**src/rtl/lif_accumulator.sv**
```systemverilog
// lif_accumulator: per-timestep leaky integrate stage feeding lateral inhibition.
// Each step sums weighted input spikes into N neuron potentials, applies a
// fixed leak, pulses start_li, waits for the LI verdict and applies the
// winner-take-all reset.
//
// Ports:
//   clk, rst          clock (posedge) / synchronous active-low reset
//   step_start        begin a timestep; spikes_in sampled the same cycle
//   spikes_in [M]     input spike vector for the step
//   w_addr            weight RAM read address (RAM has 1-cycle read latency)
//   w_data [N*WW]     weight word for the address of the previous cycle
//   potentials [N*W]  neuron k at [k*W +: W]
//   start_li          1-cycle pulse to LI
//   valid_li          LI verdict strobe; won_lost/first_spike qualify it
//   spike_out [N]     registered winner vector, valid with step_done
//   step_done         1-cycle pulse at the end of the step
//   busy              high whenever not IDLE
//
// Optional feature: define LIF_REFRACTORY_EN to give each neuron a refractory
// counter of REF_T steps after it wins.

module lif_lane #(
  parameter int W     = 24,
  parameter int WW    = 8,
  parameter int LEAK  = 1,
  parameter int REF_T = 4
) (
  input  logic          clk,
  input  logic          rst,
  input  logic          add_en,
  input  logic          leak_en,
  input  logic          clr,
  input  logic          win,
  input  logic [WW-1:0] w,
  output logic [W-1:0]  pot
);
  logic         integ_ok;
  logic [W:0]   sum;

  // One extra bit catches the carry so the add can clamp instead of wrap.
  assign sum = {1'b0, pot} + {{(W+1-WW){1'b0}}, w};

`ifdef LIF_REFRACTORY_EN
  localparam int RW = $clog2(REF_T + 1);
  logic [RW-1:0] rfr;

  always_ff @(posedge clk) begin
    if (!rst)                       rfr <= '0;
    else if (clr && win)            rfr <= RW'(REF_T);
    else if (leak_en && rfr != '0)  rfr <= rfr - RW'(1);
  end

  assign integ_ok = (rfr == '0);
`else
  logic unused_win;
  assign unused_win = win;
  assign integ_ok   = 1'b1;
`endif

  always_ff @(posedge clk) begin
    if (!rst)                     pot <= '0;
    else if (clr)                 pot <= '0;
    else if (add_en && integ_ok)  pot <= sum[W] ? '1 : sum[W-1:0];
    else if (leak_en)             pot <= (pot > W'(LEAK)) ? pot - W'(LEAK) : '0;
  end
endmodule

module lif_accumulator #(
  parameter int N     = 8,
  parameter int W     = 24,
  parameter int M     = 16,
  parameter int WW    = 8,
  parameter int LEAK  = 1,
  parameter int REF_T = 4,
  localparam int AW   = (M > 1) ? $clog2(M) : 1
) (
  input  logic            clk,
  input  logic            rst,
  input  logic            step_start,
  input  logic [M-1:0]    spikes_in,
  output logic [AW-1:0]   w_addr,
  input  logic [N*WW-1:0] w_data,
  output logic [N*W-1:0]  potentials,
  output logic            start_li,
  input  logic            valid_li,
  input  logic [N-1:0]    won_lost,
  input  logic            first_spike,
  output logic [N-1:0]    spike_out,
  output logic            step_done,
  output logic            busy
);
  localparam int CW = $clog2(M + 1);

  typedef enum logic [2:0] {
    S_IDLE, S_ACCUM, S_LEAK, S_START, S_WAIT, S_UPDATE
  } state_t;

  state_t state, state_nx;
  logic [M-1:0]           spk_r;
  logic [CW-1:0]          cnt;
  logic [AW-1:0]          idx;
  logic                   add_en, leak_en, verdict, clr;
  logic [N-1:0][WW-1:0]   w_a;
  logic [N-1:0][W-1:0]    pot_a;

  assign w_a        = w_data;
  assign potentials = pot_a;

  // w_data in the cnt cycle belongs to address cnt-1 (one-cycle RAM latency).
  assign idx     = AW'(cnt - CW'(1));
  assign add_en  = (state == S_ACCUM) && (cnt != '0) && spk_r[idx];
  assign leak_en = (state == S_LEAK);
  assign verdict = (state == S_WAIT) && valid_li;
  assign clr     = verdict && first_spike;

  assign w_addr    = (state == S_ACCUM && cnt < CW'(M)) ? AW'(cnt) : '0;
  assign start_li  = (state == S_START);
  assign step_done = (state == S_UPDATE);
  assign busy      = (state != S_IDLE);

  always_ff @(posedge clk) begin
    if (!rst) begin
      state     <= S_IDLE;
      spk_r     <= '0;
      cnt       <= '0;
      spike_out <= '0;
    end else begin
      state <= state_nx;
      if (state == S_IDLE && step_start) begin
        spk_r <= spikes_in;
        cnt   <= '0;
      end else if (state == S_ACCUM) begin
        cnt <= cnt + CW'(1);
      end
      if (verdict) spike_out <= first_spike ? won_lost : '0;
    end
  end

  always_comb begin
    state_nx = state;
    case (state)
      S_IDLE:   if (step_start) state_nx = S_ACCUM;
      S_ACCUM:  if (cnt == CW'(M)) state_nx = S_LEAK;
      S_LEAK:   state_nx = S_START;
      S_START:  state_nx = S_WAIT;
      S_WAIT:   if (valid_li) state_nx = S_UPDATE;
      S_UPDATE: state_nx = S_IDLE;
      default:  state_nx = S_IDLE;
    endcase
  end

  for (genvar k = 0; k < N; k++) begin : g_lane
    lif_lane #(.W(W), .WW(WW), .LEAK(LEAK), .REF_T(REF_T)) u_lane (
      .clk     (clk),
      .rst     (rst),
      .add_en  (add_en),
      .leak_en (leak_en),
      .clr     (clr),
      .win     (won_lost[k]),
      .w       (w_a[k]),
      .pot     (pot_a[k])
    );
  end
endmodule
```
**config.mk**
```make
export PLATFORM = sky130hd
export DESIGN_NAME = lif_accumulator
export DESIGN_NICKNAME = d
export VERILOG_FILES = /design/src/rtl/lif_accumulator.sv
export SDC_FILE = /design/constraint.sdc
export NUM_CORES = 1
export LEC_CHECK = 0
export BUFFER_PORTS_ARGS = -buffer_cell sky130_fd_sc_hd__buf_2
export CORE_UTILIZATION = 55
export CTS_CLUSTER_DIAMETER = 80
export DETAILED_ROUTE_END_ITERATION = 8
export HOLD_SLACK_MARGIN = 0.06
export MAX_ROUTING_LAYER = met4
export PLACE_DENSITY = 0.78
export SLEW_MARGIN = 20
export SYNTH_ARGS = -nofsm -noshare
export SYNTH_HDL_FRONTEND = slang
export SYNTH_HIERARCHICAL = 1
export SYNTH_SLANG_ARGS = --single-unit
```
**constraint.sdc**
```tcl
create_clock -name clk -period 15.05 [get_ports clk]
set_input_delay 1.505 -clock clk [delete_from_list [all_inputs] [get_ports clk]]
set_output_delay 1.505 -clock clk [all_outputs]
set_load 0.005 [all_outputs]
```
==> impl_metrics.toml, run 1 <==
[run_status]
status = "finished, final reports clean"

[worst_setup_path]
crit_required_ns = 15.49
worst_setup_path_start_kind = "flip-flop"
cp-endpoint = "g_lane[5].u_lane/pot[12]"
worst_setup_path_end_kind = "flip-flop"
reg2reg_to = "g_lane[5].u_lane/pot[12]"
path_class = "reg2reg"
rrSetupSlack_ns = 10.69
crit_slowest_cell = "dfxtp_1"
crit_start = "cnt[0]"
crit_chain = "inv_1 > ha_1 > mux4_1 > mux2i_1 > a211oi_4 > buf_12 > o21ba_2 > nand2b_1 > or2_2 > or3_1 > nor3b_1 > a21oi_1 > o31ai_1"
rr_startpoint = "cnt[0]"
worstRegToRegCells = 13
cp_data_arrival_time_ns = 4.80
path_max_fanout = 177
max_stage_delay_ns = 0.56

[route]
drtPass1Iterations = 5
wl_per_cell_um = 18.8
drt_iter0_drc = 1857
vias = 20500
drc = 0
viasPerCell = 6.55
wl_um = 59000
ant_nets = 0

[power_and_ir_drop]
p_sw_mw = 0.718
power_frac_seq = 0.370
combPwrFrac = 0.277
power_density_mw_per_mm2 = 98.5
power_leakage_nw = 9.25
p_clk_frac = 0.352
p_int_mw = 1.37
ir_worst_vdd_mv = 0.113
swShare = 0.343

[sta]
fin_tns_setup_ns = 0
min_period_over_period = 0.290
clock_skew_ns = 0.0180
tightest_slew_ns = 1.12
rsz0062_at_grt = "false"
finalHoldViolations = 0
slew_headroom = 0.249
hold_ws_ns = 0.464
min_period_ns = 4.36
max_freq_mhz = 229
slew_violations = 0
finalSetupViolCount = 0

[synth]
yosys_warnings = 6
yosys.area.top_type_share = 0.238
synthTopCellsByArea = "dfxtp_1, ha_1, nand2_1"
avgSynthCellArea_um2 = 7.67
synth_commonest_cells = "nand2_1, dfxtp_1, nor2_1"
synth-main-ff-cell = "dfxtp_1"
synth_edf_count = 0
postSynthCellCount = 2454
ys_ff_latch = 224
yosysTopAreaCell = "dfxtp_1"
syn_nets = 2637
synth.most_common_cell = "nand2_1"
ys_seq_area_frac = 0.238
synth_area_mm2 = 0.0188
ys_types = 92
async_flop_share = 0

[worst_hold_path]
worstHoldPathType = "reg2reg"

[final_layout]
final_core_util = 0.631
fin_area_mm2 = 0.0212
final_nets = 2841
nFillCells = 3031
syn2layout_area_growth_pct = 12.8
drive_gt1_frac = 0.176

[cts]
htree_levels = 1
cts_tree = "yes"
cts_max_path_buffers = 3
cts_sinks = 224
clk-insertion-delay-late_ns = 0.55
cts-buffers-inserted = 28
cts-root-buf = "clkbuf_16"
cts_hold_repair.buffers = 0
ctsResizeCount = 0
clk_pin_slew_ns = 0.06
cts_setup_buffers = 0

[global_route]
grt.overflow.total = 0
grtUsageTotal = 0.333
grt_max_degree = 178
grt_pass1_vias = 19200
grt_pass1_wl_um = 96300
antenna_found_initial = 4

[floorplan]
fp-row-count = 67
io-pin-count = 300
chipHeight_um = 187
core-area_mm2 = 0.0336
die_area_mm2 = 0.0350
initial_core_util = 0.560
die_w_um = 187

[flow_run]
drv_cap = 0

[place]
dp_hpwl_um = 42500
io_buffers = 299
gp_congestion = 0.984
dpl-instance-area_mm2 = 0.0202
## state kept, by name (all words and copies together) (netlist names)
register and cells:
g_lane.u_lane/pot 192, cnt 5, spk_r 16, spike_out 8
state 3
## critical path: cells and delay by family (launching register included)
kind            cells  cell delay [ns]
simple gates        4             1.00
compound gates      4             0.93
flops               1             0.56
buf+inv             2             0.55
mux                 2             0.48
fa+ha+maj           1             0.39
## kinds of logic after synthesis
| logic type | count (synthesis) | share of synthesized area |
|---|---|---|
| flip-flops | 224 | 0.238 |
| buffers and inverters | 183 | 0.0495 |
| adder cells (fa/ha/maj) | 90 | 0.0630 |
| AND/OR/NAND/NOR | 1059 | 0.304 |
| AO/OA/AOI/OAI | 723 | 0.258 |
| multiplexers | 19 | 0.0141 |
| XOR/XNOR | 156 | 0.0726 |
## layout by cell type (no fill, tap or decap), drive strengths merged, types with 56 or more instances in the layout
| master | Yosys | layout |
|---|---|---|
| a21oi | 170 | 170 |
| ha | 82 | 82 |
| inv | 56 | 56 |
| o21ai | 159 | 159 |
| nor3 | 119 | 119 |
| buf | 40 | 301 |
| xor2 | 83 | 83 |
| nand3 | 97 | 97 |
| xnor2 | 73 | 73 |
| nor2 | 183 | 183 |
| dfxtp | 224 | 224 |
| nor4 | 61 | 61 |
| nand2 | 246 | 246 |
## layout make-up
type | count | area [µm²] | share of cell area
inverter | 56 | 210 | 0.00990
timing repair buffer | 301 | 1520 | 0.0718
clock inverter | 12 | 194 | 0.00914
sequential | 224 | 4480 | 0.211
antenna | 5 | 12.5 | 0.000589
clock buffer | 40 | 817 | 0.0385
tap | 448 | 561 | 0.0264
multi-input combinational | 2047 | 13400 | 0.632
## power groups by stage
stage	clock network, mW	registers [mW]	logic (mW)
detailed placement	0	0.781	0.565
floorplan	0	0.741	0.416
global route	0.771	0.786	0.631
CTS	0.748	0.769	0.569
global placement	0	0.778	0.556
finish	0.736	0.774	0.580
## per-layer routing
metal,track usage,routed length [µm],vias to the layer above
met5,-,0,-
met4,0.134,2190,0
met3,0.0497,5240,167
met2,0.531,27000,1016
met1,0.423,24600,9666
li1,-,-,9667
## how the worst min path moves through the flow
stage                      start           end  cells after the start  slack (ns)
floorplan              spk_r[10]     spk_r[10]                      2        0.44
global placement    spike_out[4]  spike_out[4]                      2        0.45
detailed placement      spk_r[6]      spk_r[6]                      2        0.46
CTS                     spk_r[6]      spk_r[6]                      2        0.47
global route        spike_out[1]  spike_out[1]                      2        0.49
finish                  spk_r[6]      spk_r[6]                      2        0.46
## per-stage QoR
step           std cells  power, mW  setup slack (ns)
2_1_floorplan       2454       1.16              9.93
4_1_cts             3128       2.09             10.82
3_5_place_dp        3076       1.35             10.69
3_3_place_gp        3076       1.33             10.78
5_1_grt             3132       2.19             10.37
6_report            3133       2.09             10.69
Power figures use the tool's default switching activity.
==> run 2, diff against run 1 <==
--- a/config.mk
+++ b/config.mk
@@ -5,13 +5,14 @@
 export SDC_FILE = /design/constraint.sdc
 export NUM_CORES = 1
 export LEC_CHECK = 0
+export ABC_AREA = 1
 export BUFFER_PORTS_ARGS = -buffer_cell sky130_fd_sc_hd__buf_2
 export CORE_UTILIZATION = 55
 export CTS_CLUSTER_DIAMETER = 80
 export DETAILED_ROUTE_END_ITERATION = 8
 export HOLD_SLACK_MARGIN = 0.06
 export MAX_ROUTING_LAYER = met4
-export PLACE_DENSITY = 0.78
+export PLACE_DENSITY = 0.79
 export SLEW_MARGIN = 20
 export SYNTH_ARGS = -nofsm -noshare
 export SYNTH_HDL_FRONTEND = slang
==> constraint.sdc (replaced) <==
create_clock -name clk -period 3.74 [get_ports clk]
set_input_delay 0.374 -clock clk [delete_from_list [all_inputs] [get_ports clk]]
set_output_delay 0.374 -clock clk [all_outputs]
set_load 0.005 [all_outputs]
==> impl_metrics.toml, run 2 <==
[run_status]
status = "finished, final reports clean"

[final_layout]
largest_reg_flops = 192
final_common_cell = "nand2_1"
top_register = "g_lane.u_lane/pot"
final_nets = 4457
syn2layout_area_growth_pct = 11.7
drive_gt1_frac = 0.148
fin_area_mm2 = 0.0262
top_regs = "g_lane.u_lane/pot: 192 flops, spk_r: 16 flops, spike_out: 8 flops"
final_cell_mix = "nand2_1, nand3_1, nor2_1"

[synth]
yosysTopAreaCell = "nand2_1"
synth_commonest_cells = "nand2_1, nand3_1, nor2_1"
synthTopCellsByArea = "nand2_1, dfxtp_1, nand3_1"
synth_top_family_by_area = "simple AND/OR/NAND/NOR gates"
synth_xor_area_frac = 0.0470
synth_mux_area_frac = 0
yosys.area.top_type_share = 0.199
synthAdderAreaFrac = 0.0505
ys_seq_area_frac = 0.191
synth_edf_count = 0
ys_ff_latch = 224
yosys_warnings = 6
synth-simple-area-share = 0.501
avgSynthCellArea_um2 = 5.83
async_flop_share = 0
postSynthCellCount = 4025
syn_nets = 4208
synth.most_common_cell = "nand2_1"
ys_types = 48
synth_compound_area_frac = 0.0997
synth_area_mm2 = 0.0235
synth-main-ff-cell = "dfxtp_1"

[power_and_ir_drop]
power.total_mw = 12.9
ir_worst_vdd_mv = 0.320
power_density_mw_per_mm2 = 491
power_leakage_nw = 13.2

[floorplan]
chipHeight_um = 209
fp-row-count = 75
die_area_mm2 = 0.0435
core-area_mm2 = 0.0420
die_w_um = 209
initial_core_util = 0.559
io-pin-count = 300

[sta]
finalHoldViolations = 0
finalSetupViolCount = 0
clock_skew_ns = 0.0150
slew_headroom = 0.417
min_period_ns = 3.15
rsz0062_at_grt = "false"
min_period_over_period = 0.844
fin_tns_setup_ns = 0
max_freq_mhz = 317
slew_violations = 0
tightest_slew_ns = 0.874

[global_route]
grt.overflow.total = 0
antenna_found_initial = 12
grtUsageTotal = 0.348
grt_max_degree = 47
grt_pass1_wl_um = 122000
grt_pass1_vias = 24000

[cts]
ctsResizeCount = 0
cts-buffers-inserted = 30
cts_max_path_buffers = 3
htree_levels = 1
clk-insertion-delay-late_ns = 0.59
cts_tree = "yes"
cts-root-buf = "clkbuf_16"
cts_sinks = 224
clk_pin_slew_ns = 0.06
cts_setup_buffers = 0

[worst_setup_path]
crit_chain = "inv_1 > ha_1 > inv_1 > nand3_1 > nand3b_1 > nand3_1 > nand2_1 > nor2_4 > buf_4 > inv_2 > nand2_4 > nand3_2 > nor2_2 > nand2_2 > nor2_4 > nand2_1 > xor2_1 > nand2_1 > a21oi_1"
cp_data_arrival_time_ns = 3.65
worst_setup_path_end_kind = "flip-flop"
crit_slowest_cell = "ha_1"
worst_setup_path_start_kind = "flip-flop"
max_stage_delay_ns = 0.39
path_max_fanout = 21
crit_required_ns = 4.23
path_class = "reg2reg"
worst_path_most_repeated_cell = "nand2_1"

[flow_run]
drv_cap = 0

[worst_hold_path]
worstHoldPathType = "in2reg"

[route]
drc = 0
vias = 26900
drtPass1Iterations = 8
wl_um = 76000
drt_iter0_drc = 2668
viasPerCell = 5.55
wl_per_cell_um = 15.7
ant_nets = 0

[place]
gp_congestion = 0.995
dpl-instance-area_mm2 = 0.0250
dp_hpwl_um = 57900
io_buffers = 299
-- run 2: cell types whose count changed in the layout (fill, tap and decap cells not counted), sizes merged, moves of 60 or more --
cell | previous run | this run
nand2 | 246 | 1312
xnor2 | 73 | 13
nor2 | 183 | 534
a21oi | 170 | 240
nand3 | 97 | 507
inv | 56 | 484
-- run 2: per-stage QoR --
stage	cells	worst slack (ns)	util	hold WS, ns
6_report	4850	0.585	0.624	0.0823
5_1_grt	4848	0.217	0.624	0.0796
4_1_cts	4836	0.591	0.623	0.0623
3_5_place_dp	4764	0.613	0.595	0.452
3_3_place_gp	4764	0.698	0.595	0.451
2_1_floorplan	4025	0.399	-	0.439
-- run 2: path summary, 6_finish.rpt --
kind                     start  cells after the start                  endpoint  slack (ns)
setup / recovery        cnt[1]                     19  g_lane[7].u_lane/pot[18]        0.59
hold / removal    spikes_in[6]                      3                  spk_r[6]        0.08
setup reg to reg        cnt[1]                     19  g_lane[7].u_lane/pot[18]        0.59
hold reg to reg       spk_r[9]                      2                  spk_r[9]        0.46
-- run 2: critical path, delay by kind of cell (launching register included) --
kind | cells | cell delay [ns]
and+or+nand+nor | 12 | 1.39
xor gates and xnor gates | 1 | 0.15
AOI/OAI and AO/OA | 1 | 0.15
DFF | 1 | 0.37
adders and majority gates | 1 | 0.39
buffers and inverters | 4 | 0.60
-- run 2: routing by layer --
layer / track usage / part of all wire / wire length (µm) / vias to the layer above
met5: - / 0 / 0 / -
met4: 0.106 / 0.028 / 2120 / 0
met3: 0.0431 / 0.084 / 6380 / 151
met2: 0.548 / 0.45 / 34100 / 1163
met1: 0.464 / 0.44 / 33400 / 12100
li1: - / - / - / 13500
-- run 2: final cells by class --
type	instances	area [µm²]
Clock inverter	11	109
Clock buffer	44	905
Antenna cell	14	35.0
Multi-Input combinational cell	3200	16400
Inverter	490	1850
Timing Repair Buffer	328	1760
Fill cell	4285	15800
Tap cell	539	674
Sequential cell	224	4480
-- run 2: cell families (layout without fill, tap and decap cells) --
| logic type | count (synthesis) | in the layout |
|---|---|---|
| other | 0 | 14 |
| AOI/OAI and AO/OA | 438 | 438 |
| xor gates and xnor gates | 126 | 126 |
| DFF | 224 | 224 |
| buffers and inverters | 601 | 873 |
| and+or+nand+nor | 2546 | 2546 |
| adders and majority gates | 90 | 90 |
-- run 2: where the power goes --
group	switching, mW	internal [mW]	leakage (nW)
clock	1.20	1.80	0.510
combinational	4.17	2.28	10.9
sequential	0.724	2.70	1.82
total	6.09	6.78	13.2
-- run 2: repair_timing --
action                                 in CTS  in global routing
endpoints found under the hold margin      17                  0
hold buffers                               17                  0
setup endpoints to repair                   0                  0
